===== src/rtl/debounce_pulse.sv =====
// Switch debouncer: two-flop synchronizer feeding a four-state stability FSM
// that drives a registered level Q plus one-cycle RISE/FALL edge pulses.
module debounce_pulse #(
  parameter int STABLE_CYCLES = 4,
  parameter int CNT_W         = 4
) (
  input  logic CLK,
  input  logic RST,
  input  logic SW_IN,
  output logic Q,
  output logic RISE,
  output logic FALL
);

  typedef enum logic [1:0] {
    LOW    = 2'd0,
    CHK_HI = 2'd1,
    HIGH   = 2'd2,
    CHK_LO = 2'd3
  } state_e;

  localparam logic [CNT_W-1:0] CNT_LAST = CNT_W'(STABLE_CYCLES - 1);
  localparam logic [CNT_W-1:0] CNT_ONE  = CNT_W'(1);

  logic             s1_q;
  logic             s2_q;
  state_e           state_q;
  logic [CNT_W-1:0] cnt_q;
  logic             q_q;
  logic             rise_q;
  logic             fall_q;

  // q_q is updated only on the CHK_HI->HIGH and CHK_LO->LOW transitions, so it
  // always equals "state is HIGH or CHK_LO" without a separate decode stage.
  always_ff @(posedge CLK or posedge RST) begin
    if (RST) begin
      s1_q    <= 1'b0;
      s2_q    <= 1'b0;
      state_q <= LOW;
      cnt_q   <= '0;
      q_q     <= 1'b0;
      rise_q  <= 1'b0;
      fall_q  <= 1'b0;
    end else begin
      s1_q   <= SW_IN;
      s2_q   <= s1_q;
      rise_q <= 1'b0;
      fall_q <= 1'b0;
      case (state_q)
        LOW: begin
          if (s2_q) begin
            state_q <= CHK_HI;
            cnt_q   <= CNT_ONE;
          end else begin
            cnt_q <= '0;
          end
        end
        CHK_HI: begin
          if (!s2_q) begin
            state_q <= LOW;
            cnt_q   <= '0;
          end else if (cnt_q == CNT_LAST) begin
            state_q <= HIGH;
            cnt_q   <= '0;
            q_q     <= 1'b1;
            rise_q  <= 1'b1;
          end else begin
            cnt_q <= cnt_q + CNT_ONE;
          end
        end
        HIGH: begin
          if (!s2_q) begin
            state_q <= CHK_LO;
            cnt_q   <= CNT_ONE;
          end else begin
            cnt_q <= '0;
          end
        end
        CHK_LO: begin
          if (s2_q) begin
            state_q <= HIGH;
            cnt_q   <= '0;
          end else if (cnt_q == CNT_LAST) begin
            state_q <= LOW;
            cnt_q   <= '0;
            q_q     <= 1'b0;
            fall_q  <= 1'b1;
          end else begin
            cnt_q <= cnt_q + CNT_ONE;
          end
        end
        default: begin
          state_q <= LOW;
          cnt_q   <= '0;
          q_q     <= 1'b0;
        end
      endcase
    end
  end

  assign Q    = q_q;
  assign RISE = rise_q;
  assign FALL = fall_q;

endmodule


===== config.mk =====
export PLATFORM = sky130hd
export DESIGN_NAME = debounce_pulse
export DESIGN_NICKNAME = d
export VERILOG_FILES = /design/src/rtl/debounce_pulse.sv
export SDC_FILE = /design/constraint.sdc
export NUM_CORES = 1
export LEC_CHECK = 0
export CAP_MARGIN = 20
export CORE_AREA = 2 2 39 41
export DETAILED_ROUTE_END_ITERATION = 16
export DIE_AREA = 0 0 41 43
export GPL_TIMING_DRIVEN = 0
export HOLD_SLACK_MARGIN = 0.12
export MAX_ROUTING_LAYER = met4
export PLACE_DENSITY = 0.63
export SLEW_MARGIN = 20
export SYNTH_ARGS = -nofsm -noshare
export SYNTH_HDL_FRONTEND = slang
export SYNTH_SLANG_ARGS = --single-unit

===== constraint.sdc =====
create_clock -name CLK -period 1.45 [get_ports CLK]
set_input_delay 0.29 -clock CLK [delete_from_list [all_inputs] [get_ports CLK]]
set_output_delay 0.29 -clock CLK [all_outputs]
set_load 0.05 [all_outputs]

==> reports/qor.txt, run 1 <==
Final hold viol count = 0
Crit path cell chain = dlygate4sd2_1
Layout area overhead = 20.8%
Combinational share of power = 0.183
Net Sw Power = 218 uW
Post-synth EDFFs = 0
Buffers & Inverters on Critical Path = 1
DRC viols = 0
I/O Pins = 6
Sequential power share = 0.550
Status = finished clean
Worst Tran Pin Value = 483 ps
Post-route ant nets = 0
Routed length per placed instance = 10.1 um
Cell count after synthesis = 34
RSZ-0062 raised after global routing = no
Core area = 0.00138 mm^2
Relative slew slack = 0.679
First-pass GRT wire length = 1080 um
IO Port Bufs = 5
Via count = 267
Minimum clock period = 1390 ps
Placed Area = 498 um^2
Synthesized netlist net count = 38
Setup_tns = 0 ps
Core Util, Final = 0.373
Met3 GRT Util = 0.0314
Reg2Reg Depth = 4
VDD IR max = 0.000579 V
Max-cap violation count = 0
Worst Clk Skew = 2.87 ps
Hold-fix buffers, CTS = 0
CP Launch Point = RISE
Routability-driven placement congestion ratio = 0.730
Crit start category = register
Reg clk slew, reported paths = 70 ps
Grt ovf = 0
Peak Freq = 720 MHz
Max Root-Sink Buffers = 2
Final wirelength = 593 um
FF-to-FF End = Q
Crit. End Element = output pin
Die Y = 43 um
Grt met2 use = 0.122
Synthesized cell area = 428 um^2
TritonCTS clock tree = done
Busiest grt layer = met2
DRT iter0 DRCs = 5
Largest net degree at the start of global routing = 12
Hold crit path type = in2async
WP data arrival = 1100 ps
Synth Warn # = 0
Most frequent cells after synthesis = dfrtp_1, nand2_1
FF+latch count, synth = 11
Layout cells sized above 1 = 0.116
Sink Count = 11
Sequential area share after synthesis = 0.643
Final #Nets = 48
Clock share of power = 0.267
Critical Path Max Stage Delay = 520 ps
Drt via density = 4.53
Post-synthesis cell type count = 17
WP depth = 1
Largest cells by area after synthesis = dfrtp_1, xor2_1, nand3b_1
Yosys top cell by area = dfrtp_1
Synth top area share = 0.643
Gr usage total = 0.0970
Final instance area = 517 um^2
FF-to-FF Start = cnt_q[0]
Final Setup Violations = 0
Clk Latency, worst-skew pair = 260 ps
PD cells = 1450 mW/mm^2
Int Pwr = 532 uW
Worst-path fanout max = 1
Initial antenna violation count = 0
Starting density of the core = 0.309
Avg Cell Area, Syn = 12.6 um^2
Cell Rows = 14
Total power = 750 uW
Sw frac = 0.290
Critical path required time = 1160 ps
Leakage = 0.250 nW
Total CTS buffers = 3
Crit path max-delay family = buffers and inverters
Antenna diodes = 0
M1 GR Usage = 0.121
Initial DRT Pass Iterations = 4
CTS Root Cell = clkbuf_4
Main flop type after synthesis = dfrtp_1
Critical Path End = RISE
Vias in the first global route = 257
Die width = 41 um
FFs w/ async S/R, synth = 1.00
Most common cell in the netlist = dfrtp_1
Number of post-CTS setup repair buffers = 0
CP max stage cell = dlygate4sd2_1
Flop-to-flop setup slack = 120 ps
Final worst path period share = 0.958
Placed cells = 55
Fin. max-slew vios = 0
H-tree depth = 1
Kind of critical path = reg2out
Die area = 0.00176 mm^2
Finished Layout Cells = 59
==> cells in the final DEF (no fill, tap or decap), drive strengths merged <==
cell type	instances
nand2	3
xor2	2
a21boi	1
and4bb	1
a21oi	1
clkdlybuf4s50	2
o21ai	2
ha	1
nand3b	2
dfrtp	11
nor2	1
nand4bb	1
and2	1
nor3	1
inv	2
and3	2
clkbuf	5
dlygate4sd2	2
nand2b	1
nand3	1
==> cell type report <==
class                      count  area, um^2
clock buffer                   4        26.3
inverter                       2        7.51
fill                         139         867
sequential                    11         275
multi-input combinational     21         145
timing repair buffer           5        42.5
tap                           16        20.0
==> what timing repair did <==
action	in CTS	in global routing
pin swaps	0	0
cloned	0	0
gates resized for setup	4	1
endpoints found under the setup margin	3	1
==> cell families (layout without fill, tap and decap cells) <==
family,after synthesis,after routing,share of synthesized area
compound gates,4,4,0.0614
xor+xnor,2,2,0.0409
fa+ha+maj,1,1,0.0292
buf+inv,2,11,0.0176
flops,11,11,0.643
simple gates,14,14,0.208
==> routing by layer <==
layer | vias to the layer above | part of all wire
li1 | 135 | -
met1 | 123 | 0.43
met2 | 7 | 0.50
met3 | 2 | 0.035
met4 | 0 | 0.027
met5 | - | 0
==> registers in the layout, indices dropped and copies added, names as in the netlist, named ones only <==
| name | flops |
|---|---|
| FALL | 1 |
| Q | 1 |
| RISE | 1 |
| cnt_q | 4 |
| s1_q | 1 |
| s2_q | 1 |
| state_q | 1 |
==> stage by stage <==
stage	hold slack [ps]	setup WS [ps]
floorplan	142	200
global placement	334	16.8
detailed placement	341	5.17
CTS	330	17.0
global route	363	2.33
finish	312	61.4
==> worst register-to-register path, delay by kind of cell, from the launching register on <==
| kind | cells | cell delay (ps) |
|---|---|---|
| and+or+nand+nor | 3 | 550 |
| adders and majority gates | 1 | 240 |
| DFF | 1 | 410 |
==> power groups by stage <==
| stage | Sequential, mW | Clock, mW | Combinational (mW) |
|---|---|---|---|
| after floorplan | 0.418 | 0 | 0.0988 |
| after global placement | 0.415 | 0 | 0.140 |
| after detailed placement | 0.418 | 0 | 0.139 |
| after CTS | 0.413 | 0.211 | 0.140 |
| after global routing | 0.421 | 0.231 | 0.155 |
| final | 0.413 | 0.200 | 0.137 |
==> worst min-delay path by stage <==
stage,end,cells after the start,from,slack [ps]
floorplan,FALL,1,RST,140
global placement,s2_q,0,s1_q,330
detailed placement,s2_q,0,s1_q,340
CTS,s1_q,2,RST,330
global route,asynchronous set/reset pin,2,RST,360
finish,state_q[0],2,RST,310
No activity file was read; power rests on OpenSTA's default activity.
==> run 2: changes to the inputs <==
Settings changed: CORE_AREA 2 2 39 41 to 2 2 45 47, DIE_AREA 0 0 41 43 to 0 0 47 49, PLACE_DENSITY 0.63 to 0.52.
==> run 2 against run 1 <==
Compared with the run above: clock power increased by 2%; first-iteration DRC count decreased by 40%; utilization decreased by 8.5 points; worst hold slack got worse by 4.3 ps; setup slack improved by 5.6 ps; register-to-register slack about the same; critical endpoint unchanged; largest power group unchanged.
==> reports/qor.txt, run 2 (synthesis results as in run 1) <==
WP data arrival = 1090 ps (about the same)
Routed length per placed instance = 8.76 um (-13%)
Number of post-CTS setup repair buffers = 0 (unchanged)
Via count = 269 (+0.75%)
PD cells = 1420 mW/mm^2 (-2.4%)
Largest Register = cnt_q
Worst Clk Skew = 2.78 ps (-0.0890 ps)
Final hold viol count = 0 (unchanged)
Starting density of the core = 0.232 (-0.0769)
Sequential power share = 0.545 (-0.005)
Pre-CTS WS = 7.98 ps (+2.81 ps)
Crit path max-delay family = buffers and inverters
Routability-driven placement congestion ratio = 0.631 (-14%)
Combinational share of power = 0.183 (about the same)
Initial antenna violation count = 0 (unchanged)
Sink Count = 11 (unchanged)
Peak Freq = 723 MHz (+0.40%)
Clk Latency, worst-skew pair = 260 ps (about the same)
Leakage = 0.250 nW (unchanged)
Cell Rows = 16 (+2)
Setup_tns = 0 ps (unchanged)
First-pass GRT wire length = 1050 um (-3.2%)
Relative slew slack = 0.679 (about the same)
IO Port Bufs = 5 (unchanged)
Max reg flops = 4 (unchanged)
CTS Root Cell = clkbuf_4
Die width = 47 um (+15%)
Drt via density = 3.84 (-15%)
Hold crit path type = in2async
Hold-fix buffers, CTS = 0 (unchanged)
Final WS setup = 67.0 ps (+5.56 ps)
Reg clk slew, reported paths = 70 ps (about the same)
Post_cts resized = 4 (unchanged)
Max-cap violation count = 0 (unchanged)
Die Y = 49 um (+14%)
Initial DRT Pass Iterations = 2 (-2)
Die area = 0.00230 mm^2 (+31%)
Max Root-Sink Buffers = 2 (unchanged)
Critical Path Max Stage Delay = 520 ps (about the same)
Largest net degree at the start of global routing = 12 (unchanged)
Area of the multi-input gates = 145 um^2 (unchanged)
Gr usage total = 0.0740 (-0.0230)
Final wirelength = 613 um (+3.4%)
Grt ovf = 0 (unchanged)
Placed Area = 512 um^2 (+2.8%)
Total CTS buffers = 3 (unchanged)
Kind of critical path = reg2out
DP HPWL = 453 um
Fin. max-slew vios = 0 (unchanged)
I/O Pins = 6 (unchanged)
Status = finished clean
Int Pwr = 532 uW (about the same)
Layout cells sized above 1 = 0.116 (unchanged)
Crit path cell chain = dlygate4sd2_1
Crit start category = register
Clock share of power = 0.272 (+0.005)
Vias in the first global route = 252 (-1.9%)
Fillers = 207 (+49%)
Worst Tran Pin Value = 483 ps (+0.117 ps)
Post-route ant nets = 0 (unchanged)
DRC viols = 0 (unchanged)
CP max stage cell = dlygate4sd2_1
Layout area overhead = 24.0%
Sw frac = 0.292 (+0.00149)
VDD IR max = 0.000446 V (-23%)
H-tree depth = 1 (unchanged)
Final worst path period share = 0.954 (-0.00383)
Core Util, Final = 0.288 (-0.0854)
RSZ-0062 raised after global routing = no
Most common cell after layout, fill and taps aside = dfrtp_1
TritonCTS clock tree = done
Buffers & Inverters on Critical Path = 1 (unchanged)
Critical path required time = 1160 ps (about the same)
Core area = 0.00184 mm^2 (+33%)
Most frequent cells in the layout = dfrtp_1, nand2_1, clkbuf_4
Final instance area = 531 um^2 (+2.7%)
Net Sw Power = 219 uW (+0.73%)
Worst-path fanout max = 1 (unchanged)
Final Setup Violations = 0 (unchanged)
Antenna diodes = 0 (unchanged)
Final #Nets = 48 (unchanged)
Reg area = 275 um^2 (unchanged)
Crit. End Element = output pin
Minimum clock period = 1380 ps (-5.56 ps)
DRT iter0 DRCs = 3 (-2)
## run 2: routing by layer
layer,track usage,part of all wire,vias to the layer above
li1,-,-,135
met1,0.0818,0.45,123
met2,0.0868,0.47,9
met3,0.0222,0.051,2
met4,0.0972,0.031,0
met5,-,0,-
## run 2: final cells by class
cell class,count,area share
Sequential cell,11,0.519
Tap cell,27,0.0637
Timing Repair Buffer,5,0.0802
Clock buffer,4,0.0495
Multi-Input combinational cell,21,0.274
Inverter,2,0.0142
## run 2: worst paths after layout
path | start | end | slack (ps) | cells after the start
setup reg to reg | cnt_q[0] | Q | 130 | 4
setup / recovery | RISE | RISE | 70 | 1
max in group asynchronous | RST | RISE | 860 | 2
hold reg to reg | s1_q | s2_q | 350 | 0
min in group CLK | s1_q | s2_q | 350 | 0
hold / removal | RST | state_q[0] | 310 | 2
## run 2: power groups by stage
| stage | Sequential [mW] | Clock, mW | Combinational (mW) |
|---|---|---|---|
| finish | 0.410 | 0.204 | 0.137 |
| global route | 0.421 | 0.231 | 0.163 |
| CTS | 0.411 | 0.214 | 0.142 |
| detailed placement | 0.418 | 0 | 0.142 |
| global placement | 0.417 | 0 | 0.139 |
| floorplan | 0.418 | 0 | 0.0988 |
## run 2: metrics by stage
step,std cells,hold WS (ps),power [mW]
floorplan,34,142,0.517
global route,70,357,0.815
global placement,66,333,0.556
finish,70,307,0.752
detailed placement,66,336,0.561
CTS,70,319,0.767
==> run 3: changes to the inputs <==
Settings changed: ABC_AREA set to 1, CAP_MARGIN 20 to unset, CORE_AREA 2 2 45 47 to 2 2 47 49, DIE_AREA 0 0 47 49 to 0 0 49 51.
==> run 3 against run 2 <==
Compared with the run above: sequential share of layout area decreased by 4.8 points; setup slack got worse by 26 ps; die area increased by 8.5%; largest cell class unchanged; utilization decreased by 0.48 points; final cell count increased by 20%; register-to-register slack improved by 170 ps; combinational power increased by 130%.
==> reports/qor.txt, run 3 <==
Status = finished clean
Hold crit path type = in2async
Critical Path Max Stage Delay = 500 ps (-20 ps)
Core area = 0.00206 mm^2 (+12%)
Worst-path fanout max = 2 (+1)
Routed length per placed instance = 8.51 um (-2.8%)
Post-route ant nets = 0 (unchanged)
Layout cells sized above 1 = 0.250 (+0.134)
Synthesized cell area = 475 um^2 (+11%)
Net Sw Power = 366 uW (+67%)
Core Util, Final = 0.283 (-0.00484)
Peak Freq = 710 MHz (-1.8%)
Gr usage total = 0.0742 (+0.000254)
Layout area overhead = 22.9%
Most common cell in the netlist = dfrtp_1
TritonCTS clock tree = done
Worst Tran Pin Value = 485 ps (+2.15 ps)
Final WS setup = 41.3 ps (-25.7 ps)
Largest net degree at the start of global routing = 12 (unchanged)
I/O Pins = 6 (unchanged)
Sequential power share = 0.461 (-0.084)
Vias in the first global route = 306 (+21%)
Avg Cell Area, Syn = 10.1 um^2 (-20%)
PD cells = 1660 mW/mm^2 (+17%)
WP data arrival = 1120 ps (+30 ps)
Antenna diodes = 0 (unchanged)
Starting density of the core = 0.230 (-0.00189)
Number of post-CTS setup repair buffers = 0 (unchanged)
Max reg flops = 4 (unchanged)
Sw frac = 0.378 (+0.0862)
Post-synthesis cell type count = 16 (-1)
FF-to-FF Start = cnt_q[0]
Fillers = 232 (+12%)
DRT iter0 DRCs = 3 (unchanged)
Drt via density = 3.88 (+0.99%)
Largest Register = cnt_q
VDD IR max = 0.000534 V (+20%)
First-pass GRT wire length = 1300 um (+24%)
Minimum clock period = 1410 ps (+25.7 ps)
Grt ovf = 0 (unchanged)
Sink Count = 11 (unchanged)
Synthesized netlist net count = 51 (+34%)
Worst Clk Skew = 2.00 ps (-0.778 ps)
Reg clk slew, reported paths = 70 ps (about the same)
Die width = 49 um (+4.3%)
Cell count after synthesis = 47 (+38%)
Critical path required time = 1160 ps (about the same)
Most frequent cells after synthesis = dfrtp_1, nand2_1, inv_1
Largest cells by area after synthesis = dfrtp_1, nand3_2, nand2_1
RSZ-0062 raised after global routing = no
IO Port Bufs = 5 (unchanged)
Clk Latency, worst-skew pair = 270 ps (about the same)
Synth top area share = 0.579 (-0.0643)
Total CTS buffers = 3 (unchanged)
Die area = 0.00250 mm^2 (+8.5%)
Synth Warn # = 0 (unchanged)
Sequential area share after synthesis = 0.579 (-0.0643)
Placed Area = 561 um^2 (+9.5%)
FF-to-FF End = Q
Max-cap violation count = 0 (unchanged)
Worst hold margin = 303 ps (-4.36 ps)
Most common cell after layout, fill and taps aside = dfrtp_1
Setup_tns = 0 ps (unchanged)
Final wirelength = 715 um (+17%)
CTS Root Cell = clkbuf_4
Final #Nets = 61 (+27%)
Initial DRT Pass Iterations = 2 (unchanged)
Yosys top cell by area = dfrtp_1
Kind of critical path = reg2out
Crit path max-delay family = buffers and inverters
Final Setup Violations = 0 (unchanged)
Pre-CTS WS = 28.9 ps (+20.9 ps)
Cell Rows = 17 (+1)
Max Root-Sink Buffers = 2 (unchanged)
CP max stage cell = clkdlybuf4s15_1
Via count = 326 (+21%)
FFs w/ async S/R, synth = 1.00 (unchanged)
Post_cts resized = 4 (unchanged)
Most frequent cells in the layout = dfrtp_1, nand2_1, inv_1
FF+latch count, synth = 11 (unchanged)
Crit. End Element = output pin
Main flop type after synthesis = dfrtp_1
Crit path cell chain = clkdlybuf4s15_1
Buffers & Inverters on Critical Path = 1 (unchanged)
Reg2Reg Depth = 4 (unchanged)
Relative slew slack = 0.678 (-0.00143)
H-tree depth = 1 (unchanged)
Post-synth EDFFs = 0 (unchanged)
Die Y = 51 um (+4.1%)
DP HPWL = 543 um (+20%)
Combinational share of power = 0.321 (+0.138)
Final worst path period share = 0.972 (+0.0177)
Int Pwr = 602 uW (+13%)
Hold-fix buffers, CTS = 0 (unchanged)
Final instance area = 584 um^2 (+10%)
Final hold viol count = 0 (unchanged)
Fin. max-slew vios = 0 (unchanged)
Initial antenna violation count = 0 (unchanged)
Crit start category = register
Clock share of power = 0.218 (-0.054)
Flop-to-flop setup slack = 300 ps (+170 ps)
DRC viols = 0 (unchanged)
Leakage = 0.282 nW (+13%)
Routability-driven placement congestion ratio = 0.784 (+24%)
==> run 3: cell count changes after synthesis, moves of 2 or more <==
cell,previous run,this run
and3_1,2,0
inv_1,2,5
inv_2,0,4
nand2_1,3,7
nand3_2,0,4
nand3b_1,2,0
nor2_1,1,4
o21ai_0,2,0
o21ai_1,0,2
==> run 3: metrics by stage <==
stage	instances	power [mW]
finish	84	0.968
global route	84	1.04
CTS	84	0.982
detailed placement	80	0.776
global placement	80	0.772
floorplan	47	0.693
==> run 3: metal layers <==
| layer | routed length [um] | up-vias | track usage |
|---|---|---|---|
| met5 | 0 | - | - |
| met4 | 9 | 0 | 0.0714 |
| met3 | 35 | 2 | 0.0263 |
| met2 | 346 | 8 | 0.110 |
| met1 | 323 | 152 | 0.0769 |
| li1 | - | 164 | - |
==> run 3: final cells by class <==
cell class,instances,area [um^2],share of cell area
Multi-Input combinational cell,27,166,0.285
Tap cell,28,35.0,0.0600
Inverter,9,33.8,0.0578
Timing Repair Buffer,5,47.5,0.0814
Sequential cell,11,275,0.471
Clock buffer,4,26.3,0.0450
==> run 3: kinds of logic after synthesis <==
logic type,after synthesis,share of synthesized area
simple gates,20,0.232
fa+ha+maj,1,0.0263
xor+xnor,2,0.0368
compound gates,4,0.0553
buf+inv,9,0.0710
flops,11,0.579
==> run 3: power by group through the flow <==
stage | combinational (mW) | sequential [mW] | clock [mW]
floorplan | 0.200 | 0.493 | 0
global placement | 0.323 | 0.448 | 0
detailed placement | 0.325 | 0.451 | 0
CTS | 0.316 | 0.445 | 0.221
global route | 0.350 | 0.454 | 0.235
finish | 0.311 | 0.446 | 0.211
==> run 3: worst max path at each step <==
| stage | start | endpoint | slack, ps | cells past startpoint |
|---|---|---|---|---|
| after floorplan | cnt_q[0] | Q | 430 | 4 |
| after global placement | Q | Q | 30 | 1 |
| after detailed placement | Q | Q | 30 | 1 |
| after CTS | Q | Q | 20 | 1 |
| after global routing | Q | Q | 8 | 1 |
| final | Q | Q | 40 | 1 |
